$ cat config.mk
export PLATFORM = sky130hd
export DESIGN_NAME = config_bit_monitor
export DESIGN_NICKNAME = d
export VERILOG_FILES = /design/src/rtl/config_bit_monitor.sv
export SDC_FILE = /design/constraint.sdc
export NUM_CORES = 1
export LEC_CHECK = 0
export ABC_AREA = 1
export CAP_MARGIN = 20
export CORE_MARGIN = 3
export CORE_UTILIZATION = 53
export CTS_CLUSTER_DIAMETER = 150
export DETAILED_ROUTE_END_ITERATION = 8
export MAX_ROUTING_LAYER = met4
export PLACE_DENSITY = 0.77
export RECOVER_POWER = 100
export SYNTH_ARGS = -nofsm -noshare
export SYNTH_HDL_FRONTEND = slang
export SYNTH_SLANG_ARGS = --single-unit
$ cat constraint.sdc
create_clock -name UserCLK -period 1.6 [get_ports UserCLK]
set_input_delay 0.32 -clock UserCLK [delete_from_list [all_inputs] [get_ports UserCLK]]
set_output_delay 0.32 -clock UserCLK [all_outputs]
set_load 0.02 [all_outputs]
$ cat src/rtl/config_bit_monitor.sv
`default_nettype none
// ============================================================================
// Module   : config_bit_monitor
// Brief    : Synchronises tile C_bit outputs into UserCLK, debounces them,
//            and reports each committed change through a valid/ready event.
// Revision : 1.0 - initial release
// ============================================================================
module config_bit_monitor #(
  parameter int NoConfigBits  = 4,
  parameter int STABLE_CYCLES = 4,
  parameter int CNT_W         = 3
) (
  input  logic                    UserCLK,
  input  logic                    Reset,
  input  logic [NoConfigBits-1:0] C_bit_in,
  output logic [NoConfigBits-1:0] C_bit_out,
  output logic                    change_valid,
  input  logic                    change_ready,
  output logic [NoConfigBits-1:0] change_mask,
  output logic                    busy
);

  typedef enum logic [1:0] {
    IDLE    = 2'd0,
    SETTLE  = 2'd1,
    PENDING = 2'd2
  } state_e;

  localparam logic [CNT_W-1:0] CNT_LAST = CNT_W'(STABLE_CYCLES - 1);

  state_e                  state_q, state_d;
  logic [NoConfigBits-1:0] sync1_q, sync1_d;
  logic [NoConfigBits-1:0] sync2_q, sync2_d;
  logic [NoConfigBits-1:0] cand_q,  cand_d;
  logic [NoConfigBits-1:0] out_q,   out_d;
  logic [NoConfigBits-1:0] mask_q,  mask_d;
  logic                    valid_q, valid_d;
  logic [CNT_W-1:0]        cnt_q,   cnt_d;

  always_ff @(posedge UserCLK) begin
    if (Reset) begin
      state_q <= IDLE;
      sync1_q <= '0;
      sync2_q <= '0;
      cand_q  <= '0;
      out_q   <= '0;
      mask_q  <= '0;
      valid_q <= 1'b0;
      cnt_q   <= '0;
    end else begin
      state_q <= state_d;
      sync1_q <= sync1_d;
      sync2_q <= sync2_d;
      cand_q  <= cand_d;
      out_q   <= out_d;
      mask_q  <= mask_d;
      valid_q <= valid_d;
      cnt_q   <= cnt_d;
    end
  end

  always_comb begin
    state_d = state_q;
    sync1_d = C_bit_in;
    sync2_d = sync1_q;
    cand_d  = cand_q;
    out_d   = out_q;
    mask_d  = mask_q;
    valid_d = valid_q;
    cnt_d   = cnt_q;

    unique case (state_q)
      IDLE: begin
        if (sync2_q != out_q) begin
          cand_d  = sync2_q;
          cnt_d   = '0;
          state_d = SETTLE;
        end
      end
      SETTLE: begin
        if (sync2_q != cand_q) begin
          cand_d = sync2_q;
          cnt_d  = '0;
        end else if (cnt_q != CNT_LAST) begin
          cnt_d = cnt_q + CNT_W'(1);
        end else if (cand_q == out_q) begin
          // Input glitched away and came back: nothing to report.
          state_d = IDLE;
        end else begin
          mask_d  = cand_q ^ out_q;
          out_d   = cand_q;
          valid_d = 1'b1;
          state_d = PENDING;
        end
      end
      PENDING: begin
        // Changes seen while waiting are picked up here on acceptance.
        if (valid_q && change_ready) begin
          valid_d = 1'b0;
          if (sync2_q != out_q) begin
            cand_d  = sync2_q;
            cnt_d   = '0;
            state_d = SETTLE;
          end else begin
            state_d = IDLE;
          end
        end
      end
      default: state_d = IDLE;
    endcase
  end

  assign C_bit_out    = out_q;
  assign change_mask  = mask_q;
  assign change_valid = valid_q;
  assign busy         = (state_q != IDLE);

endmodule
`default_nettype wire

---- Yosys cells after proc, flatten, opt, wreduce, memory -nomap -nowiden ----
Index checks and enable logic that the tools add are counted.
storage, ports and cells
  bits in registers ....................... 26
  bits in latches ......................... 0
  memory bits (writable) .................. 0
  bits in read-only memories .............. 0
  output and inout port bits .............. 10
  logic and storage cells ................. 57
  memories ................................ 0
cells by class
  add/sub/neg operators ................... 1
  multiply operators ...................... 0
  div/mod/pow operators ................... 0
  order comparisons ....................... 0
  eq/ne operators ......................... 13
  shift operators ......................... 0
  multiplexer cells ....................... 21
  bitwise gates (word level) .............. 4
  reduce and logical (&&, ||, !) cells .... 10
operators by type and width
  operator                                                          number
  3-bit two-way mux                                                 4
  4-bit two-way mux                                                 3
  2-bit != test (second input constant)                             6
  4-bit case mux with 3 select lines                                1
  2-bit two-way mux                                                 5
  3-bit case mux with 3 select lines                                1
  4-bit != test                                                     2
  4-bit AND reduction                                               2
  2-bit case mux with 3 select lines                                1
  3-bit AND reduction                                               2
  1-bit two-way mux                                                 5
  5-bit AND reduction                                               1
  4-bit == test                                                     1
  2-bit nonzero test                                                2
  4-bit bitwise XOR                                                 1
  3-bit by 1-bit adder with 3-bit output (second input constant)    1
  3-bit by 2-bit != test with 1-bit output (second input constant)  1
  3-bit != test (second input constant)                             1
  1-bit NOT                                                         3
  3-bit nonzero test                                                1
  2-bit by 1-bit == test with 1-bit output (second input constant)  1
  2-bit == test (second input constant)                             1
  2-bit zero test                                                   1
  1-bit case mux with 2 select lines                                1
  1-bit logical AND                                                 1

---- Logic depth before layout (Yosys ltp) ----
  word-level depth ........................ 5
  depth in mapped cells ................... 10

---- Worst setup path after synthesis ----
No wires, ideal clock.
  path kind ............................... reg-to-reg
  from .................................... register out_q[1], in the netlist C_bit_out[1]
  to ...................................... register out_q[1], in the netlist C_bit_out[1]
  library setup time ...................... 0.113 ns
  arrival time ............................ 1.229 ns
  data required time ...................... 1.487 ns
  slack ................................... 0.258 ns
  stages on the path, launching flop included .. 8
  buffers on the path ..................... 1
  period minus slack after synthesis ...... 1.342 ns
  path through ............................ dfxtp_1 -> xnor2_1 -> nand2_1 -> o21ai_0 -> nor2_2 -> buf_6 -> nor2_1 -> nor2_1
on the way
  word-level cells in the longest chain between the ends .. 3
RTL lines
  what                                  line  RTL
  from (decl)                           35    logic [NoConfigBits-1:0] out_q, out_d;
  from (signal assigned)                55    out_q <= out_d;
  4-bit == test                         86    end else if (cand_q == out_q) begin
  1-bit NOT (no source line)            -
  4-bit AND reduction (no source line)  -
No other way between the ends.
A chain may end at the register's enable or synchronous reset.

---- Worst setup path after layout ----
  from .................................... register state_q[0]
  to ...................................... output port busy
on the way
  word-level cells in the longest chain between the ends .. 1
RTL lines
  what                    line  RTL
  from (decl)             31    state_e state_q, state_d;
  from (signal assigned)  51    state_q <= state_d;
  2-bit nonzero test      116   assign busy = (state_q != IDLE);
  to (decl)               20    output logic busy
No other way between the ends.

==> results.ini <==
[clocking]
cts-root-buf=clkbuf_4
htreeDepth=1
cts_buffers=3
cts_tree=built
path_clk_slew_ns=0.13
cts.sinks=26
post-cts-setup-buffers=0
clock_latency_ns=0.32
cts_buffer_depth=2

[sta]
worst_pin_slew_ns=0.501
period_needed_ns=1.51
setup_viol=0
fin_crit_sh_pct=94.3
max-slew-margin-rel_pct=66.6
rsz0062_at_grt=no
hold_ws_ns=0.419
finalMaxSlewViolations=0
hold_violations=0
skew_ns=0.00685
fmax_mhz=663
finalSetupTns_ns=0

[global_route]
grt-ovfl-total=0
grt_pass1_vias=1063
grt_usage_pct=20.9
antenna_found_initial=0
grt_pass1_wl_mm=4.37
grt_max_degree=16

[synthesis]
synth_area_mm2=0.00127
ys_types=20
syn_avg_cell_area_um2=6.41
yosys.area.top_type=dfxtp_1
yosys.area_share.adder_pct=1.97
synth.area.top_cells=dfxtp_1, nand2_1, nor2_1
synthXorXnorAreaFrac_pct=1.38
synth_edf_count=0
synth_compound_area_share_pct=3.75
syn_inst=198
synthFlopType=dfxtp_1
yosysWarnings=0
synth-simple-area-share_pct=39.4
async_reset_ff_share_pct=0
syn_nets=207
ys_seq_area_share_pct=41.0
synth_top_family_by_area=simple AND/OR/NAND/NOR gates
muxShareOfSynthArea_pct=0
ys_seq_elements=26
synth_common_cells=nand2_1, nor2_1, inv_1
synth_most_common_cell=nand2_1
synth.top_cell.area_share_pct=41.0

[floorplanning]
fp.dieH_um=54.9
initial_core_util_pct=56.8
die_area_mm2=0.00302
coreArea_mm2=0.00223
die_x_um=54.9
num_rows=17
boundaryPins=17

[flow_run]
drv_cap=0

[power]
power_leakage_uw=0.000811
p_total_uw=1330
peakVddDrop_mv=0.798
power_density_mw_per_mm2=885

[worst_setup_path]
crit_path_end_kind=primary output
worst-path-buf-inv=2
path_max_fanout=4
critPathArrivalTime_ns=1.19
worstSetupStartpointType=register
crit_path_top_delay_cell=dfxtp_1
slowest_delay_ns=0.38
worstPathRequired_ns=1.28
critPathTopFamily=buffers and inverters
crit_type=register to primary output
crit_path_cell_trace=inv_1 -> nand2_1 -> dlygate4sd2_1

[drt]
viasPerCell=4.81
dr_total_vias=1193
routed_wl_mm=2.57
wl_per_cell_um=10.4
drt_iter0_drc=33
drc=0
drtAntennaViolNets=0
first_pass_iters=4

[hold_path]
min_path_type=register to register

[finish]
layout-drive-gt1-share_pct=6.82
syn2layout_area_growth_pct=18.8
fillers=202
antenna_cells=0
final_nets=230

[placed_design]
gp_routability_congestion=0.843
dp_hpwl_mm=1.99
portBuffers=16

[run_status]
status=completed

[cell families after synthesis]
kind of cell             count (synthesis)
buffers and inverters                   40
flip-flops                              26
adder cells (fa/ha/maj)                  2
XOR/XNOR                                 2
AND/OR/NAND/NOR                        119
AO/OA/AOI/OAI                            9
[where the power goes]
| part | leakage (uW) | internal, uW | switching (uW) |
|---|---|---|---|
| combinational | 0.000577 | 110 | 185 |
| clock | 0.0000210 | 139 | 188 |
| sequential | 0.000213 | 685 | 26.9 |
[metrics by stage]
| step | setup WS, ns | area, um2 | utilization, % | cells |
|---|---|---|---|---|
| floorplan | 0.258 | 1270 | - | 198 |
| global placement | 0.0434 | 1500 | 66.9 | 244 |
| detailed placement | -0.0168 | 1500 | 66.9 | 244 |
| CTS | 0.00308 | 1520 | 68.1 | 248 |
| global route | 0.0183 | 1510 | 67.5 | 248 |
| finish | 0.0911 | 1510 | 67.5 | 248 |
[metal layers]
metal	vias to the layer above	wire, um	track usage, %
met5	-	0	-
met4	0	34	7.29
met3	5	120	3.22
met2	32	1300	34.8
met1	523	1120	25.5
li1	633	-	-
[area by class of cell]
class                      instances  area, um2  share of cell area (%)
clock buffer                       4       36.3                    2.41
sequential                        26        520                    34.5
multi-input combinational        132        588                    39.0
tap                               28       35.0                    2.32
inverter                          37        139                    9.21
timing repair buffer              21        189                    12.5
[timing repair]
action / 4_1_cts / 5_1_grt
endpoints found under the setup margin: 9 / 1
gates resized for setup: 9 / 1
endpoints found under the hold margin: 0 / 0
hold buffers: 0 / 0
[registers in the layout (all words and copies together), names as in the netlist]
signal	cells
C_bit_out	4
cand_q	4
change_mask	4
sync1_q	4
sync2_q	4
cnt_q	3
state_q	2
change_valid	1
[path summary, 6_finish.rpt]
check / start / endpoint / slack (ns) / cells past startpoint
worst min register to register: sync1_q[0] / sync2_q[0] / 0.42 / 2
worst max-delay path: state_q[0] / busy / 0.09 / 3
worst max register to register: cand_q[1] / cand_q[1] / 0.15 / 10
worst min-delay path: sync1_q[0] / sync2_q[0] / 0.42 / 2
[layout by cell type (no fill, tap or decap), types with 3 or more instances in the layout]
| cell | synthesis | final |
|---|---|---|
| inv_1 | 33 | 34 |
| clkbuf_4 | 0 | 3 |
| nand2_1 | 64 | 65 |
| a21oi_1 | 6 | 6 |
| nand4_1 | 4 | 4 |
| nand3_1 | 8 | 8 |
| nor2_1 | 38 | 38 |
| dlygate4sd2_1 | 0 | 9 |
| dfxtp_1 | 26 | 26 |
| clkdlybuf4s50_1 | 0 | 5 |
| inv_2 | 4 | 3 |
| buf_4 | 0 | 3 |
[worst reg2reg max path: cells and delay by family, from the launching register on]
family	cells	cell delay (ns)
buf+inv	3	0.31
simple gates	7	0.64
flops	1	0.42
(Power assumes the default switching activity.)
